<file path="config.mk">
export PLATFORM = sky130hd
export DESIGN_NAME = nmea_checksum_filter
export DESIGN_NICKNAME = d
export VERILOG_FILES = /design/src/rtl/gps_pkg.sv /design/src/rtl/nmea_line_buffer.sv /design/src/rtl/nmea_checksum_filter.sv
export SDC_FILE = /design/constraint.sdc
export NUM_CORES = 1
export LEC_CHECK = 0
export ABC_AREA = 1
export ABC_CLOCK_PERIOD_IN_PS = 12500
export CAP_MARGIN = 20
export CELL_PAD_IN_SITES_DETAIL_PLACEMENT = 2
export CELL_PAD_IN_SITES_GLOBAL_PLACEMENT = 2
export CORE_MARGIN = 1
export CORE_UTILIZATION = 46
export DETAILED_ROUTE_END_ITERATION = 10
export PLACE_DENSITY_LB_ADDON = 0.1
export SLEW_MARGIN = 5
export SYNTH_ARGS = -nofsm -noshare
export SYNTH_HDL_FRONTEND = slang
export SYNTH_HIERARCHICAL = 1
export SYNTH_SLANG_ARGS = --single-unit
</file>
<file path="constraint.sdc">
create_clock -name clk -period 12.5 [get_ports clk]
set_clock_uncertainty 0.2 [all_clocks]
set_input_delay 2.5 -clock clk [delete_from_list [all_inputs] [get_ports clk]]
set_output_delay 2.5 -clock clk [all_outputs]
set_load 0.02 [all_outputs]
</file>
<file path="src/rtl/gps_pkg.sv">
`default_nettype none
// +----------------------------------------------------------------------+
// | Package : gps_pkg                                                    |
// | Shared types, ASCII constants and hex helpers for the NMEA filter.   |
// | Revision: 1.0 - initial release                                      |
// +----------------------------------------------------------------------+
package gps_pkg;

  typedef enum logic [2:0] {
    S_IDLE    = 3'd0,
    S_CAPTURE = 3'd1,
    S_CK_HI   = 3'd2,
    S_CK_LO   = 3'd3,
    S_REPLAY  = 3'd4
  } state_t;

  localparam logic [7:0] ASCII_DOLLAR    = 8'h24;
  localparam logic [7:0] ASCII_STAR      = 8'h2A;
  localparam int         DEFAULT_MAX_LEN = 80;

  function automatic logic is_hex(input logic [7:0] c);
    return ((c >= 8'h30) && (c <= 8'h39)) ||
           ((c >= 8'h41) && (c <= 8'h46)) ||
           ((c >= 8'h61) && (c <= 8'h66));
  endfunction

  // Valid only for hex digits: letters (upper or lower) have bit 6 set and
  // their low nibble is 1..6, so adding 9 yields 10..15.
  function automatic logic [3:0] hex_to_nibble(input logic [7:0] c);
    return c[3:0] + (c[6] ? 4'd9 : 4'd0);
  endfunction

endpackage
`default_nettype wire

</file>
<file path="src/rtl/nmea_line_buffer.sv">
`default_nettype none
// +----------------------------------------------------------------------+
// | Module  : nmea_line_buffer                                           |
// | DEPTH x 8 line buffer, one write port, one registered read port.     |
// | Ports   : clk; we/wr_addr/wr_data write; rd_addr in, rd_data out     |
// |           (rd_data = mem[rd_addr] one clock later).                  |
// | Revision: 1.0 - initial release                                      |
// +----------------------------------------------------------------------+
module nmea_line_buffer #(
  parameter int DEPTH = 80,
  parameter int AW    = 7
) (
  input  logic          clk,
  input  logic          we,
  input  logic [AW-1:0] wr_addr,
  input  logic [7:0]    wr_data,
  input  logic [AW-1:0] rd_addr,
  output logic [7:0]    rd_data
);

  logic [7:0] mem [DEPTH];

  always_ff @(posedge clk) begin
    if (we) begin
      mem[wr_addr] <= wr_data;
    end
    rd_data <= mem[rd_addr];
  end

endmodule
`default_nettype wire

</file>
<file path="src/rtl/nmea_checksum_filter.sv">
`default_nettype none
// +----------------------------------------------------------------------+
// | Module  : nmea_checksum_filter                                       |
// | Captures NMEA sentences, verifies the XOR checksum and replays only  |
// | verified sentences ($, payload, *) as a byte stream.                 |
// | Ports   : clk, rst (sync, active high); rx_new/rx_data from UART;    |
// |           out_new/out_data to controller; sentence_ok/sentence_err   |
// |           pulses; busy during replay; good_cnt/bad_cnt statistics.   |
// | Option  : NMEA_FILTER_STATS_EN builds the saturating counters,       |
// |           otherwise good_cnt/bad_cnt are tied to 0.                  |
// | Revision: 1.0 - initial release                                      |
// +----------------------------------------------------------------------+
module nmea_checksum_filter
  import gps_pkg::*;
#(
  parameter int MAX_LEN = DEFAULT_MAX_LEN,
  parameter int GAP     = 0
) (
  input  logic        clk,
  input  logic        rst,
  input  logic        rx_new,
  input  logic [7:0]  rx_data,
  output logic        out_new,
  output logic [7:0]  out_data,
  output logic        sentence_ok,
  output logic        sentence_err,
  output logic        busy,
  output logic [15:0] good_cnt,
  output logic [15:0] bad_cnt
);

  localparam int LW = $clog2(MAX_LEN + 1);          // len: 0..MAX_LEN
  localparam int RW = $clog2(MAX_LEN + 2);          // rp : 0..MAX_LEN+1
  localparam int AW = (MAX_LEN > 1) ? $clog2(MAX_LEN) : 1;

  state_t        state, state_d;
  logic [LW-1:0] len, len_d;
  logic [7:0]    xsum, xsum_d;
  logic [3:0]    hi, hi_d;
  logic [RW-1:0] rp, rp_d;            // replay position: 0='$', 1..len=payload, len+1='*'
  logic [15:0]   gap_cnt, gap_d;
  logic          new_d, ok_d, err_d, star_d, discard, we;
  logic [7:0]    data_d;
  logic [7:0]    rd_data;
  logic [AW-1:0] rd_addr;
  logic [RW-1:0] rd_idx;

  wire is_dollar = (rx_data == ASCII_DOLLAR);
  wire is_star   = (rx_data == ASCII_STAR);
  wire rx_hex    = is_hex(rx_data);
  wire [3:0] nib = hex_to_nibble(rx_data);

  always_comb begin
    state_d = state;
    len_d   = len;
    xsum_d  = xsum;
    hi_d    = hi;
    rp_d    = rp;
    gap_d   = gap_cnt;
    new_d   = 1'b0;
    data_d  = out_data;
    ok_d    = 1'b0;
    err_d   = 1'b0;
    star_d  = 1'b0;
    discard = 1'b0;
    we      = 1'b0;
    case (state)
      S_IDLE: begin
        if (rx_new && is_dollar) begin
          state_d = S_CAPTURE;
          len_d   = '0;
          xsum_d  = '0;
        end
      end
      S_CAPTURE: begin
        if (rx_new) begin
          if (is_star) begin
            state_d = S_CK_HI;
          end else if (is_dollar) begin
            err_d  = 1'b1;
            len_d  = '0;
            xsum_d = '0;
          end else if (len == LW'(MAX_LEN)) begin
            err_d   = 1'b1;
            state_d = S_IDLE;
          end else begin
            we     = 1'b1;
            len_d  = len + LW'(1);
            xsum_d = xsum ^ rx_data;
          end
        end
      end
      S_CK_HI, S_CK_LO: begin
        if (rx_new) begin
          if (rx_hex) begin
            if (state == S_CK_HI) begin
              hi_d    = nib;
              state_d = S_CK_LO;
            end else if ({hi, nib} == xsum) begin
              ok_d    = 1'b1;
              state_d = S_REPLAY;
              rp_d    = '0;
              gap_d   = '0;
            end else begin
              err_d   = 1'b1;
              state_d = S_IDLE;
            end
          end else begin
            // A '$' in the checksum field starts a fresh sentence.
            err_d = 1'b1;
            if (is_dollar) begin
              state_d = S_CAPTURE;
              len_d   = '0;
              xsum_d  = '0;
            end else begin
              state_d = S_IDLE;
            end
          end
        end
      end
      S_REPLAY: begin
        discard = rx_new;
        if (gap_cnt != '0) begin
          gap_d = gap_cnt - 16'd1;
        end else begin
          new_d = 1'b1;
          gap_d = 16'(GAP);
          rp_d  = rp + RW'(1);
          if (rp == '0) begin
            data_d = ASCII_DOLLAR;
          end else if (rp == (RW'(len) + RW'(1))) begin
            data_d  = ASCII_STAR;
            star_d  = 1'b1;
            state_d = S_IDLE;
          end else begin
            data_d = rd_data;
          end
        end
      end
      default: state_d = S_IDLE;
    endcase
  end

  // Read address follows the next replay position so rd_data already holds
  // buf[rp-1] in the cycle a payload byte is emitted.
  always_comb begin
    rd_addr = '0;
    rd_idx  = rp_d - RW'(1);
    if (rp_d != '0 && rd_idx < RW'(MAX_LEN)) begin
      rd_addr = rd_idx[AW-1:0];
    end
  end

  always_ff @(posedge clk) begin
    if (rst) begin
      state        <= S_IDLE;
      len          <= '0;
      xsum         <= '0;
      hi           <= '0;
      rp           <= '0;
      gap_cnt      <= '0;
      out_new      <= 1'b0;
      out_data     <= '0;
      sentence_ok  <= 1'b0;
      sentence_err <= 1'b0;
      busy         <= 1'b0;
    end else begin
      state        <= state_d;
      len          <= len_d;
      xsum         <= xsum_d;
      hi           <= hi_d;
      rp           <= rp_d;
      gap_cnt      <= gap_d;
      out_new      <= new_d;
      out_data     <= data_d;
      sentence_ok  <= ok_d;
      sentence_err <= err_d;
      // Held one extra cycle past S_REPLAY so it covers the '*' strobe.
      busy         <= (state_d == S_REPLAY) || star_d;
    end
  end

  nmea_line_buffer #(
    .DEPTH (MAX_LEN),
    .AW    (AW)
  ) u_buf (
    .clk     (clk),
    .we      (we),
    .wr_addr (AW'(len)),
    .wr_data (rx_data),
    .rd_addr (rd_addr),
    .rd_data (rd_data)
  );

`ifdef NMEA_FILTER_STATS_EN
  logic [15:0] good_r, bad_r;

  always_ff @(posedge clk) begin
    if (rst) begin
      good_r <= '0;
      bad_r  <= '0;
    end else begin
      if (ok_d && (good_r != 16'hFFFF)) begin
        good_r <= good_r + 16'd1;
      end
      if ((err_d || discard) && (bad_r != 16'hFFFF)) begin
        bad_r <= bad_r + 16'd1;
      end
    end
  end

  assign good_cnt = good_r;
  assign bad_cnt  = bad_r;
`else
  logic unused_discard;
  assign unused_discard = discard;
  assign good_cnt = '0;
  assign bad_cnt  = '0;
`endif

endmodule
`default_nettype wire

</file>
==> results.yml, run 1 <==
outcome:
  run_status: "complete, but fails checks"
  failing_checks: "slew limit"
worst_setup_path:
  crit_arrival_ps: 9500
  cpMostUsedCell: "nand2_1"
  worst_r2r_dst: "u_buf/rd_data[0]"
  worst-endpoint-required_ps: 12850
  end_of_the_critical_path: "u_buf/rd_data[0]"
  reg2reg_slack_ps: 5420
  max_stage_delay_ps: 830
  cp_slowest_cell: "buf_4"
  timing.critical_path.from: "rx_data[1]"
  worstSetupStartpointType: "input port"
  timing_worst_setup_path_type: "in -> reg"
  worstPathMaxFanout: 222
  timing.rr.start: "gap_cnt[0]"
  critPathCaptureType: "flip-flop"
  timing.reg2reg.worst_path_depth: 31
cells_and_area:
  antenna_cells_inserted: 0
  regArea_um2: 20520
  post_route_cells_drive_above_1_share_pct: 5.908
  finish.utilization_pct: 50.77
  syn2layout_area_growth_pct: 8.671
  layout_common_cells: "nand2_1 (740), edfxtp_1 (640), nand3_1 (528)"
  multi_input_comb_area_um2: 8162
  fillCellCount: 6453
  design.final.nets: 2742
  layout_commonest_cell: "nand2_1"
grt:
  grt_overflow: 0
  grt_pass1_wl_mm: 153.9
  antenna_found_initial: 1
  globalRouteTotalUtil_pct: 31.22
  grt_max_degree: 223
  number_of_global_route_vias_before_repair: 23860
timing:
  max_slew_violation_count: 97
  timing.hold.ws_ps: 272.9
  tightestPinTransition_ps: 1707
  fin_tns_setup_ps: 0
  timing.final.hold_violations: 0
  fmaxAchievable_mhz: 109.3
  slew-limit-headroom_pct: -13.81
  timing.final.setup_violations: 0
  unrepaired_setup_endpoints_after_global_routing: "false"
  period_share_pct: 73.19
  period_needed_ps: 9148
worst_hold_path:
  holdCritPathClass: "reg -> reg"
die:
  top_level_ports: 55
  area_of_the_die_um2: 66620
  initial_utilization_pct: 46.72
  core.rowCount: 93
  die-height_um: 258.1
  die_x_um: 258.1
  core_um2: 64580
clock_network:
  cts_post_setup_buffers_inserted: 0
  post_cts_hold_buffer_count: 0
  clock-root-buffer: "clkbuf_16"
  cts_htree_levels: 3
  worst_skew_pair.late_latency_ps: 620
  tritoncts_clock_tree: "built"
  max-clock-path-buffers: 3
  cts.repair.resized: 0
  clock_buffer_count_from_cts: 77
  path_clk_slew_ps: 60
  cts.sink_count: 705
detailed_routing:
  viasPerCell: 5.983
  detail_route.wirelength_mm: 103.3
  detailedRoute.firstIterationViolations: 1840
  dr_total_vias: 21720
  remaining_drc_errors: 0
  drt-wirelength-per-cell_um: 28.46
  drt_first_pass_iters: 5
  drtAntennaViolNets: 0
job:
  drv.max_cap_violation_count: 0
synth:
  synth-seq-cells: 705
  netlist-cell-type-count: 46
  synthesis.area_per_instance_um2: 10.96
  number_of_synthesized_flops_with_an_enable_pin: 640
  ys_async_sr_fraction_pct: 0
  synth-main-ff-cell: "edfxtp_1"
  syn-cell-area_um2: 30170
  synth_cells: 2753
  synth_seq_area_share_pct: 68.01
  yosys_warnings: 6
power:
  max-vdd-ir-drop_mv: 0.1616
  power_density_nw_per_um2: 145.3
  post-layout-total-power_mw: 4.764
  static-leakage-power_nw: 11.54
placed_design:
  gp_congestion: 0.8663
  dpl.hpwl_mm: 60.85
  numPortBuffers: 22
[power breakdown]
| part | leakage [nW] | internal [mW] | switching [mW] | total [mW] |
|---|---|---|---|---|
| combinational | 4.17 | 0.00728 | 0.0667 | 0.0740 |
| clock | 1.09 | 1.19 | 0.936 | 2.12 |
| sequential | 6.28 | 2.57 | 0.000331 | 2.57 |
| total | 11.5 | 3.76 | 1.00 | 4.76 |
[registers in the layout (all words and copies together), names as in the netlist]
register / cells
sentence_ok: 1
hi: 4
xsum: 8
u_buf/mem: 640
u_buf/rd_data: 8
state: 3
len: 7
rp: 7
sentence_err: 1
out_data: 8
out_new: 1
busy: 1
gap_cnt: 16
[synth_stat cells, types with 2 or more instances]
| cell | n | share of area, % |
|---|---|---|
| dfxtp_1 | 65 | 4.3 |
| nand2_2 | 6 | 0.12 |
| inv_2 | 8 | 0.10 |
| nand3_1 | 528 | 8.8 |
| buf_4 | 44 | 1.1 |
| nor3_1 | 20 | 0.33 |
| buf_6 | 43 | 1.6 |
| nand2_1 | 740 | 9.2 |
| edfxtp_1 | 640 | 64 |
| buf_2 | 54 | 0.90 |
| buf_1 | 4 | 0.050 |
| o21ai_0 | 88 | 1.5 |
| xnor2_1 | 3 | 0.087 |
| o21ai_1 | 16 | 0.27 |
| nor2_1 | 228 | 2.8 |
| o22ai_1 | 21 | 0.44 |
| nor2_4 | 5 | 0.19 |
| nor2_2 | 10 | 0.21 |
| a21oi_1 | 24 | 0.40 |
| nor3b_1 | 2 | 0.050 |
| clkbuf_1 | 37 | 0.46 |
| or2_2 | 2 | 0.041 |
| nand4_1 | 7 | 0.15 |
| inv_1 | 86 | 1.1 |
| o221ai_1 | 12 | 0.35 |
| nand2_4 | 5 | 0.19 |
| xor2_1 | 16 | 0.46 |
| a211oi_1 | 8 | 0.20 |
| ha_1 | 9 | 0.37 |
| nor4_1 | 4 | 0.083 |
| o21a_1 | 3 | 0.075 |
[per-layer routing]
layer | track usage, % | share of wire (%)
met1 | 39.93 | 41
met2 | 53.61 | 50
met3 | 4.545 | 5.3
met4 | 12.05 | 3.6
met5 | 0 | 0
[area by class of cell]
| class | instances | area share (%) |
|---|---|---|
| clock buffer | 108 | 6.392 |
| clock inverter | 25 | 0.4617 |
| inverter | 96 | 1.130 |
| multi-input combinational | 1799 | 24.89 |
| sequential | 705 | 62.58 |
| tap | 855 | 3.263 |
| timing repair buffer | 43 | 1.278 |
[worst min-delay path by stage]
stage,cells past startpoint,start,endpoint
6_report,2,out_data[2],out_data[2]
2_1_floorplan,2,u_buf/rd_data[0],out_data[0]
3_3_place_gp,2,out_data[2],out_data[2]
3_5_place_dp,2,out_data[2],out_data[2]
4_1_cts,2,out_data[2],out_data[2]
5_1_grt,2,out_data[2],out_data[2]
[kinds of logic (layout without fill, tap and decap cells)]
logic type               count (synthesis)  count (layout)  share of synthesized area, %
AND/OR/NAND/NOR                       1562            1562                         22.35
XOR/XNOR                                19              19                        0.5515
adder cells (fa/ha/maj)                  9               9                        0.3732
buffers and inverters                  280             272                         5.391
other                                    1              32                       0.01243
flip-flops                             705             705                         68.01
AO/OA/AOI/OAI                          177             177                         3.309
[per-stage QoR]
step / cell area (um^2) / cells / setup WS [ps]
finish: 32790 / 3631 / 3352
global route: 32790 / 3631 / 3233
CTS: 32750 / 3629 / 3789
detailed placement: 30500 / 3496 / 3167
global placement: 30500 / 3496 / 3582
floorplan: 30290 / 2784 / 6509
[critical path, delay by kind of cell]
| kind | cells | cell delay (ps) |
|---|---|---|
| buf+inv | 3 | 2130 |
| fa+ha+maj | 2 | 630 |
| xor+xnor | 1 | 150 |
| simple gates | 25 | 3230 |
No activity file was read; power rests on OpenSTA's default activity.
==> run 2, diff against run 1 <==
ABC_CLOCK_PERIOD_IN_PS = 8200   (was 12500)
CORE_UTILIZATION = 38   (was 46)
clock period = 8.2 ns   (was 12.5 ns; I/O delays follow)
==> results.yml, run 2 (synthesis gave the netlist of run 1 again) <==
cells_and_area:
  layout_commonest_cell: "nand2_1"
  syn2layout_area_growth_pct: 11.35
  largest_reg_flops: 640
  layout_common_cells: "nand2_1 (740), edfxtp_1 (640), nand3_1 (528)"
  fillCellCount: 8070
  design.final.nets: 2757
  antenna_cells_inserted: 0
  largest-register: "u_buf/mem"
  post_route_cells_drive_above_1_share_pct: 7.046
  largest_registers: "u_buf/mem x640, gap_cnt x16"
  regArea_um2: 20520
  multi_input_comb_area_um2: 8162
  final_design_area_no_fill_um2: 33590
worst_setup_path:
  worstPathMaxFanout: 197
  critPathCaptureType: "flip-flop"
  cp_slowest_cell: "buf_12"
  crit_arrival_ps: 6620
  worstSetupStartpointType: "input port"
  worst-endpoint-required_ps: 8570
  timing_worst_setup_path_type: "in -> reg"
  max_stage_delay_ps: 680
  cpMostUsedCell: "nand2_1"
clock_network:
  cts.repair.resized: 0
  max-clock-path-buffers: 3
  cts_htree_levels: 3
  cts.sink_count: 705
  clock-root-buffer: "clkbuf_16"
  post_cts_hold_buffer_count: 0
  cts_post_setup_buffers_inserted: 0
  path_clk_slew_ps: 60
  clock_buffer_count_from_cts: 81
  worst_skew_pair.late_latency_ps: 620
  tritoncts_clock_tree: "built"
timing:
  fin_tns_setup_ps: 0
  timing.final.hold_violations: 0
  fmaxAchievable_mhz: 160.0
  period_needed_ps: 6249
  period_share_pct: 76.20
  tightestPinTransition_ps: 1132
  timing.final.setup_violations: 0
  unrepaired_setup_endpoints_after_global_routing: "false"
  max_slew_violation_count: 0
  slew-limit-headroom_pct: 24.55
die:
  top_level_ports: 55
  area_of_the_die_um2: 80530
  core_um2: 77980
  core.rowCount: 102
  die_x_um: 283.8
  initial_utilization_pct: 38.69
  die-height_um: 283.8
placed_design:
  numPortBuffers: 22
  gp_congestion: 0.7725
  dpl.hpwl_mm: 58.97
  post_dp_cell_area_um2: 30930
grt:
  number_of_global_route_vias_before_repair: 22850
  top_usage_layer: "met2"
  global_route.usage.met2_pct: 41.29
  antenna_found_initial: 11
  globalRouteTotalUtil_pct: 24.38
  groute.layer.met3.usage_pct: 3.778
  grt_pass1_wl_mm: 146.9
  grt_overflow: 0
  grt_max_degree: 198
  grt.met1_usage_pct: 31.84
detailed_routing:
  drt_first_pass_iters: 5
  detailedRoute.firstIterationViolations: 1432
  remaining_drc_errors: 0
  detail_route.wirelength_mm: 97.71
  viasPerCell: 5.452
  dr_total_vias: 20910
  drt-wirelength-per-cell_um: 25.47
  drtAntennaViolNets: 0
job:
  drv.max_cap_violation_count: 0
power:
  static-leakage-power_nw: 11.83
  power_density_nw_per_um2: 228.6
  max-vdd-ir-drop_mv: 0.1376
worst_hold_path:
  holdCritPathClass: "reg -> reg"
outcome:
  run_status: "finished clean"
## run 2: layout make-up
type                    instances  share of cell area [%]
multi-input cells            1799                   24.29
well taps                    1040                   3.873
inverters                      96                   1.102
repair buffers                 54                   1.754
clock buffers                 105                   6.551
clock inverters                37                   1.345
flip-flops and latches        705                   61.08
## run 2: critical path, delay by kind of cell
| family | cells | cell delay, ps |
|---|---|---|
| xor gates and xnor gates | 1 | 150 |
| adders and majority gates | 3 | 760 |
| buffers and inverters | 2 | 860 |
| and+or+nand+nor | 25 | 3000 |
## run 2: path summary, 6_finish.rpt
| kind | slack, ps | depth (start not counted) | from | to |
|---|---|---|---|---|
| setup / recovery | 1950 | 31 | rx_data[6] | u_buf/rd_data[3] |
| hold / removal | 270 | 2 | out_data[2] | out_data[2] |
| setup reg to reg | 2700 | 31 | gap_cnt[1] | u_buf/rd_data[3] |
| hold reg to reg | 270 | 2 | out_data[2] | out_data[2] |
## run 2: layer usage
metal | vias up | share of wire [%] | wire length [um]
met2 | 411 | 49 | 47940
li1 | 9489 | - | -
met1 | 10840 | 43 | 42360
met4 | 8 | 3.2 | 3132
met5 | - | 0.046 | 45
met3 | 162 | 4.3 | 4238
## run 2: power by group
group,switching (mW),internal [mW],total [mW]
clock,1.48,2.18,3.65
sequential,0.000466,3.92,3.92
combinational,0.100,0.0118,0.112
## run 2: through the flow
stage               total power [mW]  util (%)  setup slack [ps]  cells  hold WS (ps)
finish                         7.681     43.08              1951   3836         268.9
floorplan                      4.033         -              3069   2784         224.8
global placement               4.101     39.64              1492   3691         252.1
global route                   7.899     43.08              1546   3836         290.2
CTS                            7.769     43.07              1986   3835         276.1
detailed placement             4.106     39.67              1379   3693         264.1
